[src/rtl/umi_remap_cfg.sv]
// umi_remap_cfg: UMI register slave holding a row/col remap table and an
// address window. Writes land in shadow registers; a commit write copies
// every shadow register to the active outputs in one cycle.
module umi_remap_cfg #(
  parameter int CW    = 32,
  parameter int AW    = 64,
  parameter int DW    = 128,
  parameter int IDW   = 16,
  parameter int NMAPS = 8
) (
  input  logic                 clk,
  input  logic                 nreset,
  input  logic                 udev_req_valid,
  input  logic [CW-1:0]        udev_req_cmd,
  input  logic [AW-1:0]        udev_req_dstaddr,
  input  logic [AW-1:0]        udev_req_srcaddr,
  input  logic [DW-1:0]        udev_req_data,
  output logic                 udev_req_ready,
  output logic                 udev_resp_valid,
  output logic [CW-1:0]        udev_resp_cmd,
  output logic [AW-1:0]        udev_resp_dstaddr,
  output logic [AW-1:0]        udev_resp_srcaddr,
  output logic [DW-1:0]        udev_resp_data,
  input  logic                 udev_resp_ready,
  output logic [IDW*NMAPS-1:0] old_row_col_address,
  output logic [IDW*NMAPS-1:0] new_row_col_address,
  output logic [AW-1:0]        set_dstaddress_offset,
  output logic [AW-1:0]        set_dstaddress_high,
  output logic [AW-1:0]        set_dstaddress_low,
  output logic                 remap_update,
  output logic                 cfg_err
);

  localparam logic [4:0] OP_READ   = 5'h01;
  localparam logic [4:0] OP_WRITE  = 5'h03;
  localparam logic [4:0] OP_POSTED = 5'h05;
  localparam logic [4:0] OP_RRESP  = 5'h02;
  localparam logic [4:0] OP_WRESP  = 5'h04;

  typedef enum logic {IDLE, RESP} state_t;

  state_t          state_q, state_d;
  logic            req_ready_q, req_ready_d;
  logic            resp_valid_q, resp_valid_d;
  logic [CW-1:0]   resp_cmd_q, resp_cmd_d;
  logic [AW-1:0]   resp_dst_q, resp_dst_d;
  logic [AW-1:0]   resp_src_q, resp_src_d;
  logic [DW-1:0]   resp_data_q, resp_data_d;

  logic [IDW-1:0]  old_sh_q [NMAPS];
  logic [IDW-1:0]  old_sh_d [NMAPS];
  logic [IDW-1:0]  new_sh_q [NMAPS];
  logic [IDW-1:0]  new_sh_d [NMAPS];
  logic [IDW-1:0]  old_act_q [NMAPS];
  logic [IDW-1:0]  old_act_d [NMAPS];
  logic [IDW-1:0]  new_act_q [NMAPS];
  logic [IDW-1:0]  new_act_d [NMAPS];
  // window registers: 0 = offset, 1 = high, 2 = low
  logic [63:0]     win_sh_q [3];
  logic [63:0]     win_sh_d [3];
  logic [63:0]     win_act_q [3];
  logic [63:0]     win_act_d [3];
  logic            pend_q, pend_d;
  logic            err_q, err_d;
  logic            upd_q, upd_d;

  logic [4:0]      opcode;
  logic [2:0]      size;
  logic [7:0]      len;
  logic [7:0]      off;
  logic [31:0]     wdata;
  logic            accept, known_op, fmt_ok, req_bad, do_rd, do_wr;
  logic [2:0]      old_idx, new_idx;
  logic [1:0]      win_idx;
  logic            old_hit, new_hit, win_hit;
  logic [31:0]     rdata;
  logic            unused_data;

  assign opcode = udev_req_cmd[4:0];
  assign size   = udev_req_cmd[7:5];
  assign len    = udev_req_cmd[15:8];
  assign off    = udev_req_dstaddr[7:0];
  assign wdata  = udev_req_data[31:0];
  assign unused_data = ^udev_req_data[DW-1:32];

  assign accept   = udev_req_valid && req_ready_q;
  assign known_op = (opcode == OP_READ) || (opcode == OP_WRITE) || (opcode == OP_POSTED);
  assign fmt_ok   = (size == 3'd2) && (len == 8'd0) && (off[1:0] == 2'b00);
  assign req_bad  = accept && !(known_op && fmt_ok);
  assign do_rd    = accept && fmt_ok && (opcode == OP_READ);
  assign do_wr    = accept && fmt_ok && ((opcode == OP_WRITE) || (opcode == OP_POSTED));

  assign old_idx = 3'((off - 8'h10) >> 2);
  assign new_idx = 3'((off - 8'h30) >> 2);
  assign win_idx = 2'((off - 8'h50) >> 3);
  assign old_hit = (off >= 8'h10) && (off < 8'h30) && (32'(old_idx) < NMAPS);
  assign new_hit = (off >= 8'h30) && (off < 8'h50) && (32'(new_idx) < NMAPS);
  assign win_hit = (off >= 8'h50) && (off < 8'h68);

  // register read mux: shadow values, zero-extended; unmapped reads 0
  always_comb begin
    rdata = 32'h0;
    if (off == 8'h04) begin
      rdata = {30'h0, pend_q, err_q};
    end else if (old_hit) begin
      rdata = 32'(old_sh_q[old_idx]);
    end else if (new_hit) begin
      rdata = 32'(new_sh_q[new_idx]);
    end else if (win_hit) begin
      rdata = off[2] ? win_sh_q[win_idx][63:32] : win_sh_q[win_idx][31:0];
    end
  end

  // register file next state: shadow writes, commit copy, sticky error
  always_comb begin
    old_sh_d  = old_sh_q;
    new_sh_d  = new_sh_q;
    old_act_d = old_act_q;
    new_act_d = new_act_q;
    win_sh_d  = win_sh_q;
    win_act_d = win_act_q;
    pend_d    = pend_q;
    err_d     = err_q;
    upd_d     = 1'b0;
    if (do_wr) begin
      if (off == 8'h00) begin
        if (wdata[0]) begin
          old_act_d = old_sh_q;
          new_act_d = new_sh_q;
          win_act_d = win_sh_q;
          upd_d     = 1'b1;
          pend_d    = 1'b0;
        end
      end else if (off == 8'h04) begin
        if (wdata[0]) err_d = 1'b0;
      end else if (old_hit) begin
        old_sh_d[old_idx] = wdata[IDW-1:0];
        pend_d            = 1'b1;
      end else if (new_hit) begin
        new_sh_d[new_idx] = wdata[IDW-1:0];
        pend_d            = 1'b1;
      end else if (win_hit) begin
        if (off[2]) win_sh_d[win_idx][63:32] = wdata;
        else        win_sh_d[win_idx][31:0]  = wdata;
        pend_d = 1'b1;
      end
    end
    // a new error wins over a same-cycle clear
    if (req_bad) err_d = 1'b1;
  end

  // request/response FSM next state and registered response fields
  always_comb begin
    state_d      = state_q;
    resp_valid_d = resp_valid_q;
    resp_cmd_d   = resp_cmd_q;
    resp_dst_d   = resp_dst_q;
    resp_src_d   = resp_src_q;
    resp_data_d  = resp_data_q;
    case (state_q)
      IDLE: begin
        if (accept && ((opcode == OP_READ) || (opcode == OP_WRITE))) begin
          state_d      = RESP;
          resp_valid_d = 1'b1;
          resp_cmd_d   = {udev_req_cmd[CW-1:5], (opcode == OP_READ) ? OP_RRESP : OP_WRESP};
          resp_dst_d   = udev_req_srcaddr;
          resp_src_d   = udev_req_dstaddr;
          resp_data_d  = {{(DW-32){1'b0}}, do_rd ? rdata : 32'h0};
        end
      end
      RESP: begin
        if (udev_resp_ready) begin
          state_d      = IDLE;
          resp_valid_d = 1'b0;
        end
      end
      default: state_d = IDLE;
    endcase
    req_ready_d = (state_d == IDLE);
  end

  // FSM and response registers
  always_ff @(posedge clk) begin
    if (!nreset) begin
      state_q      <= IDLE;
      req_ready_q  <= 1'b0;
      resp_valid_q <= 1'b0;
      resp_cmd_q   <= '0;
      resp_dst_q   <= '0;
      resp_src_q   <= '0;
      resp_data_q  <= '0;
    end else begin
      state_q      <= state_d;
      req_ready_q  <= req_ready_d;
      resp_valid_q <= resp_valid_d;
      resp_cmd_q   <= resp_cmd_d;
      resp_dst_q   <= resp_dst_d;
      resp_src_q   <= resp_src_d;
      resp_data_q  <= resp_data_d;
    end
  end

  // shadow/active registers; reset to identity map and zero window
  always_ff @(posedge clk) begin
    if (!nreset) begin
      for (int i = 0; i < NMAPS; i++) begin
        old_sh_q[i]  <= IDW'(i);
        new_sh_q[i]  <= IDW'(i);
        old_act_q[i] <= IDW'(i);
        new_act_q[i] <= IDW'(i);
      end
      for (int k = 0; k < 3; k++) begin
        win_sh_q[k]  <= 64'h0;
        win_act_q[k] <= 64'h0;
      end
      pend_q <= 1'b0;
      err_q  <= 1'b0;
      upd_q  <= 1'b0;
    end else begin
      old_sh_q  <= old_sh_d;
      new_sh_q  <= new_sh_d;
      old_act_q <= old_act_d;
      new_act_q <= new_act_d;
      win_sh_q  <= win_sh_d;
      win_act_q <= win_act_d;
      pend_q    <= pend_d;
      err_q     <= err_d;
      upd_q     <= upd_d;
    end
  end

  genvar gi;
  generate
    for (gi = 0; gi < NMAPS; gi++) begin : g_tbl
      assign old_row_col_address[gi*IDW +: IDW] = old_act_q[gi];
      assign new_row_col_address[gi*IDW +: IDW] = new_act_q[gi];
    end
  endgenerate

  assign set_dstaddress_offset = win_act_q[0][AW-1:0];
  assign set_dstaddress_high   = win_act_q[1][AW-1:0];
  assign set_dstaddress_low    = win_act_q[2][AW-1:0];

  assign udev_req_ready    = req_ready_q;
  assign udev_resp_valid   = resp_valid_q;
  assign udev_resp_cmd     = resp_cmd_q;
  assign udev_resp_dstaddr = resp_dst_q;
  assign udev_resp_srcaddr = resp_src_q;
  assign udev_resp_data    = resp_data_q;
  assign remap_update      = upd_q;
  assign cfg_err           = err_q;

endmodule

[config.mk]
export PLATFORM = sky130hd
export DESIGN_NAME = umi_remap_cfg
export DESIGN_NICKNAME = d
export VERILOG_FILES = /design/src/rtl/umi_remap_cfg.sv
export SDC_FILE = /design/constraint.sdc
export NUM_CORES = 2
export LEC_CHECK = 0
export BUFFER_PORTS_ARGS = -buffer_cell sky130_fd_sc_hd__buf_2
export CORE_AREA = 2 2 397 399
export DETAILED_ROUTE_END_ITERATION = 10
export DIE_AREA = 0 0 399 401
export SYNTH_ARGS = -nofsm -noshare
export SYNTH_HDL_FRONTEND = slang
export SYNTH_SLANG_ARGS = --single-unit
[constraint.sdc]
create_clock -name clk -period 3.48 [get_ports clk]
set_clock_uncertainty 0.15 [all_clocks]
set_input_delay 1.044 -clock clk [delete_from_list [all_inputs] [get_ports clk]]
set_output_delay 1.044 -clock clk [all_outputs]
set_load 0.005 [all_outputs]
Word level (Yosys, flattened, before mapping)
Index checks and enable logic that the tools add are counted.
W data, S select, Z words.

word-level totals
  bits of input ports = 292
  bits in writable memories = 0
  memory bits (read-only) = 0
  bits in registers = 1094
  memories kept = 0
  bits in latches = 0

cells by class
  $add $sub $neg = 3
  shifts and indexed selects = 0
  multipliers = 0
  div/mod/pow operators = 0
  eq/ne operators = 10
  magnitude comparators = 12
  multiplexer cells = 46
  bitwise operators = 9
  reductions and logical operators = 35

operators with widths
  operator               number
  $bwmux W192            2
  $bwmux W128            2
  $demux W64 S2          2
  $mux W32               7
  $mux W192              1
  $mux W64               3
  $bmux W64 S2           1
  $bmux W16 S3           2
  $demux W16 S3          2
  $mux W16               6
  $logic_not A8 Y1       2
  $lt A8 B7 Y1 const B   2
  $logic_and A1 B1 Y1    15
  $mux W1                15
  $sub A5 B5 Y5 const B  3
  $reduce_and A4 Y1      3
  $eq A8 B3 Y1 const B   1
  $ge A4 B4 Y1 const B   2
  $ge A8 B5 Y1 const B   1
  $ge A8 B6 Y1 const B   1
  $ge A8 B7 Y1 const B   1
  $lt A4 B1 Y1 const B   2
  $lt A8 B6 Y1 const B   1
  $ne A2 B2 Y1 const B   4
  other kinds (21)       34

Depth between registers and ports, before layout
  depth in word-level cells = 11
  gate-level depth with buffers = 9
  depth with buffers taken out = 5

Worst setup path after synthesis
Ideal clock, no wire load.

  kind = input to register
  start point = in udev_req_dstaddr[0]
  end point = reg new_act_q (netlist bit new_row_col_address[16])
  cell stages on the path = 8
  arrival time = 2.906 ns
  slack = 0.294 ns
  data required time = 3.201 ns
  cell sequence = or4_4 or4_1 nor4_2 buf_4 buf_12 buf_6 mux2i_1 nand2_1

between the ends
  word-level cells in the longest chain between the ends = 5

ends and longest elaborated chain
  what                               RTL line  text
  start, declared                    15        input logic [AW-1:0] udev_req_dstaddr,
  $logic_not A2 Y1                   88        assign fmt_ok = (size == 3'd2) && (len == 8'd0) && (off[1:0] == 2'b00);
  $logic_and A1 B1 Y1                88
  $logic_and A1 B1 Y1 (2 in series)  91        assign do_wr = accept && fmt_ok && ((opcode == OP_WRITE) || (opcode == OP_POSTED));
  $reduce_and A3 Y1 (no line) (*)    --
  end signal, assigned by index      210       new_act_q[i] <= IDW'(i);
  end signal, assigned               223       new_act_q <= new_act_d;
  end, declared                      56        logic [IDW-1:0] new_act_q [NMAPS];

Mark *: on every way between the ends. The rest lies on a longest branch, timed or not.
A chain may end at the register's enable or synchronous reset.

Worst setup path after layout
  start point = in udev_req_cmd[5]
  end point = reg old_act_q (netlist bit old_row_col_address[29])

between the ends
  word-level cells in the longest chain between the ends = 6

ends and longest elaborated chain
  what                               RTL line  text
  start, declared                    14        input logic [CW-1:0] udev_req_cmd,
  $eq A3 B2 Y1                       88
  $logic_and A1 B1 Y1 (2 in series)  88
  $logic_and A1 B1 Y1 (2 in series)  91
  $reduce_and A3 Y1 (no line)        --
  end signal, assigned by index      209       old_act_q[i] <= IDW'(i);
  end signal, assigned               222       old_act_q <= old_act_d;
  end, declared                      54        logic [IDW-1:0] old_act_q [NMAPS];

No other way between the ends.

==> metrics.txt <==
fin crit share 88.6%; Comb pwr share 4.1%; R2R Setup Slk 1120 ps; crit-path max FO 18; initial antenna violation count 18; Synth top area share 50.3%; first-pass GRT wire length 242,000 um; Post-synth EDFFs 0; TritonCTS clock tree built; via count 34,100; die height 401 um; Hold Crit Endpoint udev_resp_cmd[28]; row cnt 145; # fillers 15,700; clk_lat worst skew 740 ps; deepest clock path buffer count 3; largest family of logic cells by synthesized area multiplexers; fraction of registers with async set/reset 0%; Avg Vias per Cell 4.65; #FFs+latches synth 1,091; H-tree Lvls 3; I/O pins 1,032; vias in the first global route 32,600; leading cell type in the layout, fill and taps excluded dfxtp_1; sw power 6.28 mW; Post-Synth Adder-Cell Area 0%; Area after DPL 50,800 um^2; Synth Instances 4,296; Final Hold Vio Count 0; final antenna-violating net count 0; clock network power share 48.7%; reg-to-reg critical path startpoint udev_req_ready; share of layout cells above drive strength 1 26.7%; Hold Path Cell Cnt 2; Core Box Area 156,000 um^2; Worst setup SP type primary input; first drt pass iteration count 5; crit path DAT 3540 ps; Slew Viols, Final 0; GR Overflow Total 0; xor/xnor share of the synthesized area 0.0404%; Remaining DRCs 0; drt total wl 176,000 um; Int Pwr 20.2 mW; CTS Hold Buffers Added 0; RSZ-0062 raised after global routing no; Required @ worst endpoint 3940 ps; most frequent cells in the layout 1,091 x dfxtp_1, 961 x mux2i_1, 846 x nand2_1; Hold/Removal Path Class flip-flop to flip-flop; Seq pwr share 47.3%; routed len/inst 24.0 um; Post-Synth Simple-Gate Area 12.7%; status finished, final reports clean; Compound-Gate Fraction of Synth Area 3.93%; Pwr per Cell Area 483 nW/um^2; synthesis warning total 0; area of the die 160,000 um^2; Crit Path Category primary input to flip-flop; Synth area leaders dfxtp_1 50%, mux2i_1 22%, nand2_1 7.3%, nor2_1 4.2%, mux4_2 3.7%; register area share after synthesis 50.3%; Peak VDD IR 0.000407 V; Layout area overhead 26.4%; switching portion of total power 23.7%; Yosys top cell by area dfxtp_1; ys flop type dfxtp_1; routability cong. 0.905; Period minus WS final 3080 ps; Synth Area per Inst 10.1 um^2; Fmax 0.324 GHz; R2R cell count 8; port buffer count 836; hold path startpoint udev_resp_cmd[28]; total of max-cap violations 0; initial DRC count 2,109; Final setup viols 0; CP Capture Type flip-flop; Post-DP HPWL 132,000 um; Max transition margin 46.8%; Die Width 399 um; Synth Cell Area 43,400 um^2; total power 26.5 mW; initial core utilization 27.9%; CTS Root Cell clkbuf_16; Layout Nets 5,460; # resized after CTS 0; total CTS buffers 121; total track usage 21.0%; post-synthesis mux area share 26.7%; largest net degree at the start of global routing 116; TritonCTS Sinks 1,091; Tightest Pin Transition 792 ps; Yosys cell types 58; fin util 35.2%; design area 54,800 um^2; Setup Fix Bufs, Post-CTS 0; reg2reg end old_row_col_address[29]; Reg clk slew, reported paths 60 ps; Static Leak 22.9 nW
-- final cells by class --
cell class                      instances  area, um^2  share of cell area, %
Clock buffer                          175        3460                   6.31
Inverter                                3        18.8                 0.0342
Multi-Input combinational cell       2873       19300                   35.1
Tap cell                             2058        2570                   4.70
Timing Repair Buffer                 1078        7110                   13.0
Antenna cell                            5        12.5                 0.0228
Sequential cell                      1091       21800                   39.8
Clock inverter                         44         548                  0.999
-- worst max-delay path, stage by stage --
cell and delay (ps):
buf_2 100, nor3_1 660, buf_4 300, nand3_1 150
nor4_4 320, buf_12 230, buf_12 210, buf_4 190
mux2i_1 220, nor2_1 60
-- layer usage --
| layer | vias up | GRT usage [%] | routed length, um |
|---|---|---|---|
| met5 | - | 0 | 23 |
| met4 | 4 | 8.53 | 7200 |
| met3 | 251 | 6.13 | 14100 |
| met2 | 1141 | 34.3 | 82000 |
| met1 | 16600 | 25.7 | 72600 |
| li1 | 16100 | - | - |
-- power groups by stage --
stage	Sequential [mW]	Combinational, mW	Clock, mW
detailed placement	12.8	1.08	0
global placement	12.8	1.08	0
global route	12.5	1.15	13.7
finish	12.5	1.08	12.9
CTS	12.5	1.09	13.2
floorplan	12.8	0.594	0
-- cells by family after synthesis --
group,after synthesis
AOI/OAI and AO/OA,303
xor gates and xnor gates,2
buffers and inverters,430
DFF,1091
muxes,1065
other,1
and+or+nand+nor,1404
-- synth_stat cells, types with 3 or more instances --
| cell | number |
|---|---|
| a32o_1 | 10 |
| nor4_2 | 3 |
| nor3_2 | 3 |
| nand3_1 | 7 |
| a31oi_1 | 3 |
| o21ai_0 | 40 |
| and2_1 | 4 |
| mux2_2 | 33 |
| mux4_2 | 71 |
| a211oi_1 | 14 |
| buf_4 | 109 |
| and3_1 | 6 |
| buf_12 | 34 |
| nand4_1 | 6 |
| buf_8 | 8 |
| o22ai_1 | 5 |
| a21oi_1 | 201 |
| clkbuf_1 | 210 |
| nor2b_1 | 3 |
| buf_2 | 50 |
| nand2b_1 | 3 |
| nand2_2 | 4 |
| buf_1 | 14 |
| nand2_1 | 849 |
| dfxtp_1 | 1091 |
| mux2i_1 | 961 |
| o311a_1 | 3 |
| nor3b_1 | 3 |
| o211ai_1 | 10 |
| nor2_1 | 486 |
| nor3_1 | 9 |
| nor2_2 | 6 |
-- registers in the layout, indices dropped and copies added (netlist names) --
name and cells:
udev_resp_dstaddr 64, udev_resp_cmd 29, udev_resp_data 32, win_sh_q 192, udev_resp_srcaddr 64, cfg_err 1, set_dstaddress_offset 64, remap_update 1
udev_resp_valid 1, new_sh_q 128, set_dstaddress_low 64, old_sh_q 128, old_row_col_address 128, state_q 1, new_row_col_address 128, udev_req_ready 1
pend_q 1, set_dstaddress_high 64
-- worst max path at each step --
stage / startpoint / end / slack, ps / cells past startpoint
after floorplan: udev_req_dstaddr[0] / new_row_col_address[16] / 290 / 8
after global placement: udev_req_cmd[7] / new_row_col_address[62] / -420 / 10
after detailed placement: udev_req_cmd[7] / old_row_col_address[29] / -500 / 10
after CTS: udev_req_cmd[7] / old_row_col_address[29] / 280 / 10
after global routing: udev_req_cmd[7] / old_row_col_address[29] / 270 / 10
final: udev_req_cmd[5] / old_row_col_address[29] / 400 / 10
-- per-stage QoR --
step | setup TNS (ps) | hold WS (ps) | worst slack [ps] | instances
after floorplan | 0 | 287 | 294 | 4394
after global placement | -240840 | 288 | -419 | 7103
after detailed placement | -273650 | 293 | -502 | 7103
after CTS | 0 | 293 | 282 | 7322
after global routing | 0 | 318 | 274 | 7325
final | 0 | 300 | 396 | 7327
(Power assumes the default switching activity.)
